<file path="config.mk">
export PLATFORM = sky130hd
export DESIGN_NAME = sram_sp_arbiter
export DESIGN_NICKNAME = d
export VERILOG_FILES = /design/src/rtl/sram_sp_arbiter.sv
export SDC_FILE = /design/constraint.sdc
export NUM_CORES = 1
export LEC_CHECK = 0
export ABC_AREA = 1
export BUFFER_PORTS_ARGS = -buffer_cell sky130_fd_sc_hd__buf_2
export CAP_MARGIN = 5
export CORE_AREA = 4 4 265 267
export DETAILED_ROUTE_END_ITERATION = 8
export DIE_AREA = 0 0 269 271
export PLACE_DENSITY = 0.38
export REMOVE_ABC_BUFFERS = 1
export SLEW_MARGIN = 40
export SYNTH_ARGS = -nofsm -noshare
export SYNTH_HDL_FRONTEND = slang
export SYNTH_SLANG_ARGS = --single-unit
export TNS_END_PERCENT = 20
</file>
<file path="constraint.sdc">
create_clock -name clk -period 1.65 [get_ports clk]
set_input_delay 0.4125 -clock clk [delete_from_list [all_inputs] [get_ports clk]]
set_output_delay 0.4125 -clock clk [all_outputs]
set_load 0.03 [all_outputs]
</file>
<file path="src/rtl/sram_sp_arbiter.sv">
// Two-requester round-robin arbiter and sequencer for a single-port SRAM macro.
// Zero-fills the array after reset, then issues one client command per cycle.
module sram_sp_arbiter #(
    parameter int unsigned bit_length  = 128,
    parameter int unsigned addr_length = 8
) (
    input  logic                   clk,
    input  logic                   rst_n,
    input  logic                   req0,
    input  logic                   we0,
    input  logic [addr_length-1:0] addr0,
    input  logic [bit_length-1:0]  wdata0,
    output logic                   gnt0,
    output logic                   rvalid0,
    input  logic                   req1,
    input  logic                   we1,
    input  logic [addr_length-1:0] addr1,
    input  logic [bit_length-1:0]  wdata1,
    output logic                   gnt1,
    output logic                   rvalid1,
    output logic [bit_length-1:0]  rdata,
    output logic                   init_done,
    output logic                   sram_CEB,
    output logic                   sram_WEB,
    output logic [addr_length-1:0] sram_addr,
    output logic [bit_length-1:0]  sram_data,
    input  logic [bit_length-1:0]  sram_Q
);

    localparam int unsigned AW = addr_length;
    localparam int unsigned DW = bit_length;

    typedef enum logic {
        INIT = 1'b0,
        RUN  = 1'b1
    } state_t;

    state_t          state, state_d;
    logic [AW-1:0]   cnt, cnt_d;
    logic            rr, rr_d;
    logic            ceb_d, web_d;
    logic [AW-1:0]   addr_d;
    logic [DW-1:0]   data_d;
    logic            tag_v, tag_id, tag_v_d, tag_id_d;
    logic            sel, cmd_we;
    logic [AW-1:0]   cmd_addr;
    logic [DW-1:0]   cmd_wdata;

    // Next-state, arbitration and SRAM command selection
    always_comb begin
        state_d   = state;
        cnt_d     = cnt;
        rr_d      = rr;
        ceb_d     = 1'b1;
        web_d     = 1'b1;
        addr_d    = sram_addr;
        data_d    = sram_data;
        tag_v_d   = 1'b0;
        tag_id_d  = 1'b0;
        gnt0      = 1'b0;
        gnt1      = 1'b0;
        sel       = 1'b0;
        cmd_we    = 1'b0;
        cmd_addr  = '0;
        cmd_wdata = '0;

        if (state == INIT) begin
            ceb_d  = 1'b0;
            web_d  = 1'b0;
            addr_d = cnt;
            data_d = '0;
            cnt_d  = cnt + AW'(1);
            if (cnt == '1) begin
                state_d = RUN;
            end
        end else begin
            // rr == 0 favours requester 0 when both are requesting
            gnt0 = req0 && (!req1 || !rr);
            gnt1 = req1 && !gnt0;
            sel       = gnt1;
            cmd_we    = sel ? we1    : we0;
            cmd_addr  = sel ? addr1  : addr0;
            cmd_wdata = sel ? wdata1 : wdata0;
            if (gnt0 || gnt1) begin
                ceb_d    = 1'b0;
                web_d    = ~cmd_we;
                addr_d   = cmd_addr;
                data_d   = cmd_we ? cmd_wdata : '0;
                rr_d     = ~sel;
                tag_v_d  = ~cmd_we;
                tag_id_d = sel;
            end
        end
    end

    // State, SRAM pins and the read-tag pipeline (stage 2 is rvalid0/rvalid1)
    always_ff @(posedge clk or negedge rst_n) begin
        if (!rst_n) begin
            state     <= INIT;
            cnt       <= '0;
            rr        <= 1'b0;
            sram_CEB  <= 1'b1;
            sram_WEB  <= 1'b1;
            sram_addr <= '0;
            sram_data <= '0;
            tag_v     <= 1'b0;
            tag_id    <= 1'b0;
            rvalid0   <= 1'b0;
            rvalid1   <= 1'b0;
        end else begin
            state     <= state_d;
            cnt       <= cnt_d;
            rr        <= rr_d;
            sram_CEB  <= ceb_d;
            sram_WEB  <= web_d;
            sram_addr <= addr_d;
            sram_data <= data_d;
            tag_v     <= tag_v_d;
            tag_id    <= tag_id_d;
            rvalid0   <= tag_v && !tag_id;
            rvalid1   <= tag_v && tag_id;
        end
    end

    assign init_done = (state == RUN);
    assign rdata     = sram_Q;

endmodule

</file>
==> results_dict.tcl <==
set metrics [dict create \
    status "complete, but fails checks" \
    violations "negative setup slack" \
    combPwrFrac_pct 14.4 \
    synth_seq_cells 152 \
    first_iter_violations 565 \
    track_usage_pct 15.0 \
    fillers 7750 \
    cpPeakStageDelay_ns 0.45 \
    rrSetupSlack_ns -0.06 \
    cts_buffers 17 \
    synth_common_cells "563 x nand2_1, 276 x nand3_1, 150 x dfrtp_1" \
    firstDrtPassIters 5 \
    wl_per_cell_um 24.2 \
    die_y_um 271 \
    vias 9789 \
    multiInputGateArea_um2 3730 \
    layout.area.seq_um2 3810 \
    finalMaxSlewViolations 0 \
    post-place-cells 2412 \
    worstPathCellList "nand2_2 > nand2_4 > nor2_4 > buf_6" \
    worstMarginPinSlew_ns 0.452 \
    post-route-period-util_pct 106 \
    cts_buffer_depth 2 \
    htree_levels 4 \
    finalSetupViolations 64 \
    drc 0 \
    synthFlopType "dfrtp_1" \
    synth_most_common_cell "nand2_1" \
    synth_area_um2 8970 \
    reg.largest.list "sram_data: 128 flops, cnt: 8 flops, sram_addr: 8 flops" \
    fin_area_um2 12600 \
    cts.clk_slew.worst_paths_ns 0.07 \
    synthCells 1260 \
    hold_viol_final 0 \
    cts-root-buf "clkbuf_16" \
    drive_gt1_share_pct 35.3 \
    drv_cap 0 \
    ant_nets 0 \
    antenna_found_initial 5 \
    top_register "sram_data" \
    syn_area_per_cell_um2 7.12 \
    power.leakage_nw 7.31 \
    grt_pass1_wl_um 76300 \
    post-synth-top-area-fraction_pct 41.9 \
    final_nets 1974 \
    max_freq_ghz 0.574 \
    fin_util_pct 18.5 \
    area_growth_pct 40.2 \
    finalPower_mw 8.94 \
    start_kind "register" \
    critPathKind "register to output pin" \
    fin_ws_ns -0.0927 \
    pre_cts_ws_ns -0.138 \
    crit_required_ns 1.24 \
    holdWs_ns 0.264 \
    placed_area_um2 11600 \
    grt_max_degree 80 \
    ys_async_sr_fraction_pct 100 \
    cts_num_sinks 152 \
    finalNonFillerCells 2464 \
    crit_path_end_kind "output pin" \
    overflow 0 \
    cp_max_fo 4 \
    rsz0062_at_grt "yes" \
    core_um2 68100 \
    seqPwrFrac_pct 41.7 \
    clockPowerShare_pct 43.9 \
    io_buffer_count 420 \
    grt_pass1_vias 9666 \
    synthTopCellsByArea "dfrtp_1 42%, nand2_1 24%, nand3_1 15%, buf_4 12%, buf_2 2.8%" \
    slew_headroom_pct 69.9 \
    p_sw_share_pct 27.8 \
    boundaryPins 677 \
    routabilityCongestion 0.777 \
    cts_tree "built" \
    clock_latency_ns 0.47 \
    p_per_area_nw_per_um2 711 \
    largest_reg_flops 128 \
    p_int_mw 6.46 \
    num_rows 96 \
    vdd_drop_max_v 0.000576 \
    wl_um 59600 \
    synth_edf_count 0 \
    yosysTopAreaCell "dfrtp_1" \
    start_util_pct 13.2 \
    hold_class "input port to register" \
    skew_ns 0.0208 \
    seq_area_frac_synth_pct 42.4 \
    die_area_um2 72900 \
    p_sw_mw 2.49 \
    yosysUniqueCellTypes 22 \
    viasPerCell 3.97 \
    ys_warn_count 0 \
    dp_hpwl_um 44000 \
    die_w_um 269 \
    tns_ns -1.69 \
    period_minus_slack_ns 1.74 \
    cp_data_arrival_time_ns 1.33 \
    cp_slowest_cell "dfrtp_2" \
]
[timing repair]
action,4_1_cts,5_1_grt
hold buffers,1,0
setup buffers,3,5
resized for setup,16,21
endpoints found under the setup margin,5,139
pin swaps,4,3
gates cloned,0,10
hold endpoints to repair,25,0
[critical path: cells and delay by family, from the launching register on]
family	cells	cell delay [ns]
and+or+nand+nor	3	0.26
DFF	1	0.45
buffers and inverters	1	0.15
[logic make-up (layout without fill, tap and decap cells)]
kind of cell    after synthesis  in the layout  synth area share (%)
flops                       152            152                  42.4
fa+ha+maj                     1              1                 0.139
other cells                   0              2                     0
simple gates                852            852                  39.6
compound gates                6              6                 0.600
xor+xnor                      4              4                 0.391
buf+inv                     245            565                  16.8
[path summary, 6_finish.rpt]
kind	startpoint	to	depth (start not counted)
hold reg to reg	tag_id	rvalid0	1
setup / recovery	rr	gnt0	4
min in group asynchronous	rst_n	sram_data[38]	2
hold / removal	wdata0[79]	sram_data[79]	5
max in group asynchronous	rst_n	sram_data[73]	3
setup reg to reg	rr	sram_data[100]	8
[placed cells by master, fill, tap and decap left out, types with 4 or more instances in the layout]
cell type,count
dfrtp_1,149
buf_2,413
inv_1,24
clkinv_2,4
nand2_1,561
buf_4,49
nand3_1,270
nand3_2,5
xor2_1,4
buf_6,10
nor2_1,7
clkbuf_16,24
clkinvlp_4,4
buf_12,20
[layer usage]
layer	vias to the layer above	routed length (um)	GRT usage, %
li1	4478	-	-
met1	4543	24800	18.0
met2	691	21700	18.4
met3	57	11500	14.4
met4	20	863	3.48
met5	-	709	7.03
[layout make-up]
cell class | instances | share of cell area [%]
timing repair buffer | 505 | 25.8
clock inverter | 11 | 0.776
multi-input combinational | 863 | 29.7
tap | 882 | 8.78
inverter | 28 | 0.876
sequential | 152 | 30.3
antenna | 2 | 0.0398
clock buffer | 21 | 3.74
[power by group through the flow]
stage	clock network (mW)	registers [mW]	logic (mW)
2_1_floorplan	0	3.80	0.481
3_5_place_dp	0	3.80	1.26
4_1_cts	4.17	3.73	1.28
6_report	3.93	3.73	1.29
5_1_grt	4.27	3.73	1.46
3_3_place_gp	0	3.80	1.26
Note: power is estimated with default switching activity, not from simulation.
